## src/rtl/fpu_writeback_arbiter.sv

```systemverilog
// Merges FPU and integer results onto the single register-file write port, with an FPU result FIFO, issue credits and a float RAW scoreboard.
// Optional FPU_WB_BYPASS_EN: an FPU result with the FIFO empty and no integer write goes straight to the port.
module fpu_writeback_arbiter #(
  parameter int unsigned DEPTH   = 4,
  parameter int unsigned FPU_LAT = 3
) (
  input  logic        clk,
  input  logic        rst,
  input  logic        issue_valid,
  input  logic [4:0]  issue_addr,
  output logic        issue_stall,
  input  logic        fpu_enable,
  input  logic [4:0]  fpu_addr,
  input  logic [31:0] fpu_data,
  input  logic        fpu_float,
  input  logic        int_enable,
  input  logic [4:0]  int_addr,
  input  logic [31:0] int_data,
  input  logic        int_float,
  input  logic [4:0]  rs_addr,
  input  logic [4:0]  rt_addr,
  output logic        rs_hazard,
  output logic        rt_hazard,
  output logic        rf_we,
  output logic [4:0]  rf_addr,
  output logic [31:0] rf_data,
  output logic        rf_float
);

  localparam int unsigned AW = $clog2(DEPTH);
  localparam int unsigned PW = AW + 1;
  localparam int unsigned SW = AW + 2;

  logic [PW-1:0]      wr_ptr, rd_ptr, count;
  logic [4:0]         mem_addr [DEPTH];
  logic [31:0]        mem_data [DEPTH];
  logic [FPU_LAT-1:0] lat_sr;
  logic [SW-1:0]      inflight;
  logic [31:0]        pending, pending_nxt;
  logic               rf_fpu;
  logic               empty, full, accept, fpu_valid, sel_pop, sel_byp, push;

  assign count = wr_ptr - rd_ptr;
  assign empty = (wr_ptr == rd_ptr);
  assign full  = (wr_ptr[AW] != rd_ptr[AW]) && (wr_ptr[AW-1:0] == rd_ptr[AW-1:0]);

  // Issues still travelling through the FPU pipeline hold a credit each.
  always_comb begin
    inflight = '0;
    for (int i = 0; i < int'(FPU_LAT); i++) inflight = inflight + SW'(lat_sr[i]);
  end

  assign issue_stall = (SW'(count) + inflight) >= SW'(DEPTH);
  assign accept      = issue_valid & ~issue_stall;

  // A result is only genuine if it matches an accepted issue; stale ones after reset are dropped.
  assign fpu_valid = fpu_enable & lat_sr[FPU_LAT-1];
  assign sel_pop   = ~int_enable & ~empty;

`ifdef FPU_WB_BYPASS_EN
  assign sel_byp = ~int_enable & empty & fpu_valid;
`else
  logic unused_fpu_float;
  assign unused_fpu_float = fpu_float;
  assign sel_byp = 1'b0;
`endif

  assign push = fpu_valid & ~sel_byp;

  assign rs_hazard = pending[rs_addr];
  assign rt_hazard = pending[rt_addr];

  // Clear follows the registered FPU write; a same-cycle issue to that address re-sets it.
  always_comb begin
    pending_nxt = pending;
    if (rf_we && rf_fpu) pending_nxt[rf_addr] = 1'b0;
    if (accept)          pending_nxt[issue_addr] = 1'b1;
  end

  always_ff @(posedge clk) begin
    if (push) begin
      mem_addr[wr_ptr[AW-1:0]] <= fpu_addr;
      mem_data[wr_ptr[AW-1:0]] <= fpu_data;
    end
  end

  always_ff @(posedge clk) begin
    if (rst) begin
      wr_ptr   <= '0;
      rd_ptr   <= '0;
      lat_sr   <= '0;
      pending  <= '0;
      rf_we    <= 1'b0;
      rf_addr  <= '0;
      rf_data  <= '0;
      rf_float <= 1'b0;
      rf_fpu   <= 1'b0;
    end else begin
      lat_sr  <= (lat_sr << 1) | FPU_LAT'(accept);
      pending <= pending_nxt;
      if (push)    wr_ptr <= wr_ptr + PW'(1);
      if (sel_pop) rd_ptr <= rd_ptr + PW'(1);
      if (int_enable) begin
        rf_we    <= 1'b1;
        rf_addr  <= int_addr;
        rf_data  <= int_data;
        rf_float <= int_float;
        rf_fpu   <= 1'b0;
      end else if (sel_pop) begin
        rf_we    <= 1'b1;
        rf_addr  <= mem_addr[rd_ptr[AW-1:0]];
        rf_data  <= mem_data[rd_ptr[AW-1:0]];
        rf_float <= 1'b1;
        rf_fpu   <= 1'b1;
      end else if (sel_byp) begin
        rf_we    <= 1'b1;
        rf_addr  <= fpu_addr;
        rf_data  <= fpu_data;
        rf_float <= fpu_float;
        rf_fpu   <= 1'b1;
      end else begin
        rf_we  <= 1'b0;
        rf_fpu <= 1'b0;
      end
    end
  end

endmodule

```

## config.mk

```make
export PLATFORM = sky130hd
export DESIGN_NAME = fpu_writeback_arbiter
export DESIGN_NICKNAME = d
export VERILOG_FILES = /design/src/rtl/fpu_writeback_arbiter.sv
export SDC_FILE = /design/constraint.sdc
export NUM_CORES = 1
export LEC_CHECK = 0
export ABC_AREA = 1
export CORE_MARGIN = 4
export CORE_UTILIZATION = 55
export DETAILED_ROUTE_END_ITERATION = 10
export DONT_BUFFER_PORTS = 1
export PLACE_DENSITY = 0.81
export SLEW_MARGIN = 0
export SYNTH_ARGS = -nofsm -noshare
export SYNTH_HDL_FRONTEND = slang
export SYNTH_SLANG_ARGS = --single-unit
```

## constraint.sdc

```tcl
create_clock -name clk -period 4.4 [get_ports clk]
set_input_delay 0.44 -clock clk [delete_from_list [all_inputs] [get_ports clk]]
set_output_delay 0.44 -clock clk [all_outputs]
set_load 0.03 [all_outputs]
```

-- After elaboration in Yosys (flattened, before gate mapping)
Memories as Yosys holds them, arrays and structs flattened. A register that Yosys moved wholly into a read port is not among the register bits.
Index checks and enable logic that the tools add are counted.
- bits in registers: 81
- bits in latches: 0
- memory bits (writable): 148
- ROM bits: 0
- bits of input ports: 96
- memories: 2
- $add $sub $neg: 6
- multipliers: 0
- divide/modulo/power cells: 0
- $lt $le $gt $ge: 7
- equality and inequality tests: 1
- shift-type cells: 0
- muxes and demuxes: 24
- bitwise logic cells: 10
- reductions and logical operators: 5
- memories (memory ; depth ; width ; read ports ; clocked after memory_dff ; wr ports ; line ; text):
    mem_data ; 4 ; 32 ; 1 ; 1 ; 1 ; 36 ; logic [31:0] mem_data [DEPTH];
    mem_addr ; 4 ; 5 ; 1 ; 1 ; 1 ; 35 ; logic [4:0] mem_addr [DEPTH];
- operators with widths (operator ; count):
    $mux W32 ; 4
    $and A32 B32 Y32 ; 1
    $not A32 Y32 ; 1
    $or A32 B32 Y32 ; 1
    $lt A5 B6 Y1 const B ; 4
    $bmux W1 S5 ; 2
    $demux W1 S5 ; 2
    $ge A5 B1 Y1 const B ; 2
    $mux W1 ; 10
    $mux W5 ; 2
    $mux W2 ; 4
    $add A3 B1 Y3 const B ; 2
    $add A3 B3 Y4 ; 1
    $ge A4 B3 Y1 const B ; 1
    $add A2 B1 Y3 ; 1
    $and A1 B1 Y1 ; 3
    $eq A3 B3 Y1 ; 1
    $logic_and A1 B1 Y1 ; 3
    $not A1 Y1 ; 3
    $or A3 B1 Y3 ; 1
    $sub A3 B3 Y3 ; 1
    $add A1 B1 Y2 ; 1
    $reduce_bool A2 Y1 ; 1
    $reduce_or A2 Y1 ; 1

-- Depth between registers and ports, before layout
- depth after elaboration: 9
- gate-level depth with buffers: 11
- mapped depth without buffers: 10

-- Least setup slack after synthesis
OpenSTA, ideal clock, no wires.
- path kind: register to register
- from: register wr_ptr[1]
- to: memory mem_addr[3][0] (enable)
- library setup time: 0.434 ns
- data arrival time: 2.220 ns
- data required time: 3.966 ns
- path slack: 1.746 ns
- cell stages (with the launch flop): 4
- clock period less this slack: 2.654 ns
- path through: dfxtp_1 -> ha_1 -> inv_1 -> nor2_1
- RTL lines (what ; line ; text):
    start: declaration ; 34 ; logic [PW-1:0] wr_ptr, rd_ptr, count;
    start signal: assignment ; 101 ; if (push) wr_ptr <= wr_ptr + PW'(1);
    end: declaration ; 35 ;
Straight into the memory's write port.

-- Final worst setup path
- from: register wr_ptr[0]
- to: output port issue_stall
- longest elaborated chain between the ends: 3
- RTL lines (what ; line ; text):
    $sub A3 B3 Y3 ; 43 ; assign count = wr_ptr - rd_ptr;
    $add A3 B3 Y4 ; 53 ; assign issue_stall = (SW'(count) + inflight) >= SW'(DEPTH);
    $ge A4 B3 Y1 ; 53 ;
    end: declaration ; 11 ; output logic issue_stall,
No other way between the ends.

==> results by group <==
Logic synthesis
  • Mapped cell area: ~10000 um2
  • Average instance area after synthesis: around 9.5 um2
  • Net Count, Synth: between 1k and 1.5k
  • FF+latch count, synth: 231
  • Synth async-reset ratio: 0%
  • Synth top cells by count: nand2_1 (324), edfxtp_1 (148), dfxtp_1 (83)
  • Syn. warnings: 0
  • Synth top area share: between 40 and 50%
  • EDFF count, synth: about 150
  • Synth cell types: 30
  • Yosys top cell by area: edfxtp_1
  • Primary FF master, synth: edfxtp_1
  • Count leader, synth: nand2_1
  • Sequential share of the synthesized area: about 60%
  • Cells after Synth: about 1.1k
  • Synth top area cells: edfxtp_1 (45%), dfxtp_1 (17%), nand2_1 (12%), a21oi_1 (4.0%), nand3_1 (3.3%)

Run
  • Max Cap Violations: 0

STA
  • Unrepaired setup endpoints after global routing: no
  • Final Cycle Share: between 70% and 80%
  • Max Clk Rate: approximately 300 MHz
  • Setup Skew: approximately 0.016 ns
  • Slew at the pin closest to its max-slew limit: approximately 1.1 ns
  • Setup TNS Final: 0 ns
  • Setup Viol. Count Final: 0
  • Period minus WS final: between 3 and 4 ns
  • Final Hold Fails: 0
  • Slew HR: about a quarter
  • Final slew viol count: 0

Placed design
  • Placed cell count: between 1k and 1.5k
  • DP HPWL: between 15 and 20 mm
  • GPL Wtd Cong: 0.908
  • IO Port Bufs: 0

Global route
  • Initial antenna violation count: 1
  • First-pass GRT wire length: between 30 and 40 mm
  • Largest net degree at the start of global routing: 75
  • Global Route Usage Sum: about a quarter
  • Vias in the first global route: 7567
  • GRT Residual Overflow: 0

Route
  • Residual DRC count: 0
  • Remaining antenna violation count after routing: 0
  • Post-Route WL: 25.1 mm
  • Starting DRT DRC Count: 620
  • WL per Instance: 19.0 um
  • Routed vias: about 7.8k
  • Vias per inst: roughly 5.9
  • Drt first pass iters: 5

Worst setup path
  • Worst reg2reg startpoint: wr_ptr[0]
  • Worst Path Max Fanout: 33
  • Crit path DAT: 2.91 ns
  • Setup crit start: wr_ptr[0]
  • CP Launch Type: flip-flop
  • Critical path endpoint category: output pin
  • Critical path type: flip-flop to output pin
  • CP required: ~4.0 ns

Cells and area
  • Share of cells above drive strength 1: just under 7%
  • Area growth syn-to-layout: 14.0%
  • Post-route insts no fill: around 1.3k
  • Multi-input gate area: 3400 um2
  • Nets@finish: 1177
  • Fill cells: between 1k and 1.5k
  • Reg area: between 6000 and 7000 um2

Clocking
  • Clock transition at path regs: roughly 0.06 ns
  • Clock Latency Late Sink: between 0.5 and 0.6 ns
  • Max H-tree Level: 1
  • Root Driver: clkbuf_16
  • CTS tree: built
  • Hold Buf Count CTS: 39
  • Sink Count: roughly 230
  • TritonCTS Buffers: 25
  • Clock Path Buffers: 3
  • Post-CTS resize count: 0
  • Post-CTS Setup Bufs: 0

Power and ir drop
  • Cell Pwr Density: ~470 nW/um2
  • P_leak: ~4 nW
  • Worst vdd ir: between 0.0004 and 0.0005 V

Run status
  • Outcome: complete, no violations

Hold path
  • HP Class: input port to flip-flop
  • Min-Delay Startpoint: rst

Floorplan
  • Initial Util: 55.8%
  • # rows: approximately 50
  • Die width: between 100 and 150 um
  • DIE AREA: 20400 um2
  • Core ar.: about 18000 um2
  • IO Count: about 140
  • Die Ht: about 140 um
==> registers in the layout, indices dropped and copies added, names as in the netlist, named ones only <==
register	cells
rd_ptr	3
mem_data	128
pending	32
rf_data	32
wr_ptr	3
rf_we	1
lat_sr	3
rf_float	1
rf_fpu	1
rf_addr	5
mem_addr	20
==> stage by stage <==
step                instance area, um2  hold slack [ns]  utilization [%]  setup slack, ns  power, mW
floorplan                         9980            0.403                -             1.75       3.04
global placement                 10100            0.425             56.1             1.64       3.11
detailed placement               10100            0.423             56.1             1.62       3.13
CTS                              11300         0.000534             63.3             1.05       5.33
global route                     11400          0.00205             63.6            0.871       5.51
finish                           11400           0.0192             63.6             1.05       5.31
==> cell usage in the layout, fill, tap and decap left out, types with 6 or more instances in the layout <==
master	count
a21oi_1	79
a31oi_1	36
buf_4	10
clkbuf_1	6
clkbuf_16	29
dfxtp_1	81
dlygate4sd3_1	43
edfxtp_1	148
ha_1	8
inv_1	46
nand2_1	324
nand3_1	66
nand4_1	32
nor2_1	38
o21ai_0	66
o21ai_1	33
o21ai_2	8
==> cell type report <==
cell class              count  area share, %
diodes                      1         0.0220
repair buffers             54           4.62
well taps                 229           2.52
inverters                  49           1.63
multi-input cells         710           29.8
clock buffers              39           7.00
flip-flops and latches    231           53.7
clock inverters             7          0.693
==> logic make-up after synthesis <==
kind of cell             synth area share [%]
AND/OR/NAND/NOR                          19.7
flip-flops                               61.2
AO/OA/AOI/OAI                            12.3
buffers and inverters                    5.14
XOR/XNOR                                0.276
adder cells (fa/ha/maj)                  1.40
==> final timing paths <==
path                                    end  slack, ns  cells past startpoint
worst min register to register    lat_sr[2]       0.44                      2
worst max register to register    lat_sr[0]       1.72                     10
worst max-delay path            issue_stall       1.05                      9
worst min-delay path            pending[25]       0.02                      1
==> layer usage <==
metal	wire length, um	global-route usage [%]
met4	803	9.30
met1	9510	29.0
met3	2080	5.86
met5	0	0
met2	12700	41.9
==> worst max-delay path, cell delays in order (launching register included) <==
cell	delay [ns]
dfxtp_1	0.36
inv_1	0.11
ha_1	0.31
inv_1	0.06
fa_1	0.36
ha_1	0.29
a31o_2	0.24
inv_1	0.05
buf_4	0.30
nand2_1	0.31
==> where the power goes <==
part | internal, mW | leakage [nW] | switching [mW]
combinational | 0.193 | 1.61 | 0.459
clock | 1.31 | 0.431 | 0.842
sequential | 2.37 | 2.01 | 0.134
total | 3.88 | 4.06 | 1.43
Note: power is estimated with default switching activity, not from simulation.
==> variant: new RTL, same settings <==
Build with the macro `FPU_WB_BYPASS_EN` defined.
--- a/src/rtl/fpu_writeback_arbiter.sv
+++ b/src/rtl/fpu_writeback_arbiter.sv
@@ -1,4 +1,6 @@
 // Merges FPU and integer results onto the single register-file write port, with an FPU result FIFO, issue credits and a float RAW scoreboard.
 // Optional FPU_WB_BYPASS_EN: an FPU result with the FIFO empty and no integer write goes straight to the port.
+`define FPU_WB_BYPASS_EN
+
 module fpu_writeback_arbiter #(
   parameter int unsigned DEPTH   = 4,
Check against the original RTL: not equivalent (a bounded check fails within 10 cycles, from zero or initial values and one cycle with rst high).
==> variant against the original RTL <==
  * Register-to-register slack worse by 0.07 ns
  * Critical path depth did not move
  * Synthesized area is 5.8% higher
  * Worst setup slack gained 0.39 ns
  * Clock power down 9.3%
  * Critical endpoint unchanged
  * Sequential cell count did not move
  * Maximum frequency is 13% higher
  * Count of clock-buffer cells in the layout fell by 2
  * Cell area rose by 3.5%
  * Highest routed layer unchanged
  * Power down 0.90%
  * Via count increased by 7.6%
  * Wire length rose by 4.2%
  * Synthesized cell count rose by 14%
  * Worst hold slack got worse by 0.0046 ns
==> variant: results (changes against the original RTL) <==
Setup path
  – Critical Path Max Stage Delay: 0.44 ns (was 0.36 ns)
  – Worst Path Max Fanout: 5 (was 33)
  – Worst path slowest cell: fa_1 (was dfxtp_1)

GRT
  – Met3 usage: 4.47% (was 5.86%)
  – Largest net degree at the start of global routing: 76 (was 75)
  – Initial antenna violation count: 0 (was 1)
  – GRT Total Usage: 23.5% (was 24.1%)
  – First-pass GRT wire length: 41200 um (was 38900 um)
  – Met1 usage: 30.4% (was 29.0%)
  – GR Layer Usage met2: 39.3% (was 41.9%)

Place
  – Placed Cells: 1379 (was 1229)
  – Placed Area: 10600 um^2 (was 10100 um^2)
  – Detailed placement HPWL: 15700 um (was 15000 um)

Finish
  – Antenna cells: 0 (was 1)
  – Non-clk bufs: 44 (was 54)
  – Inverters: 89 (was 49)
  – Post-route cell area: 11800 um^2 (was 11400 um^2)
  – NumNets Final: 1317 (was 1177)

Power and ir drop
  – Cell Pwr Density: 447 nW/um^2 (was 467 nW/um^2)
  – Pint: 0.00377 W (was 0.00388 W)
  – Worst VDD drop: 333 uV (was 414 uV)

Logic synthesis
  – Library cells used by synthesis: 25 (was 30)
  – Seq/Total Area, Yosys: 57.8% (was 61.2%)

Route
  – Post-Route WL: 26200 um (was 25100 um)
  – DR vias/cell: 5.71 (was 5.87)

Clock tree
  – Cts bufs inserted: 23 (was 25)

Outcome
  – Status: finished, final reports clean (unchanged)

Timing
  – Clk_skew: 0.0188 ns (was 0.0164 ns)
variant: changes by cell type after synthesis, sizes merged, moves of 13 or more:
cell and change:
nand2 -40, nor2 +170, nand3 +39, clkbuf +13, o21ai +46, buf -16, nand4 -32, a31oi -36
inv +42, a21oi -67, o211ai +33
variant: worst paths after layout:
check / start / to / cells after the start
worst max-delay path: wr_ptr[0] / issue_stall / 9
worst max register to register: wr_ptr[0] / mem_addr[1][0] / 7
worst min-delay path: fpu_data[11] / mem_data[3][11] / 0
worst min register to register: lat_sr[1] / lat_sr[2] / 2
variant: cells by family (layout without fill, tap and decap cells):
kind of cell,after synthesis,in the layout,share of synthesized area (%)
AND/OR/NAND/NOR,612,612,24.5
buffers and inverters,148,175,6.10
XOR/XNOR,1,1,0.0829
flip-flops,231,231,57.8
AO/OA/AOI/OAI,199,199,10.2
adder cells (fa/ha/maj),10,10,1.33
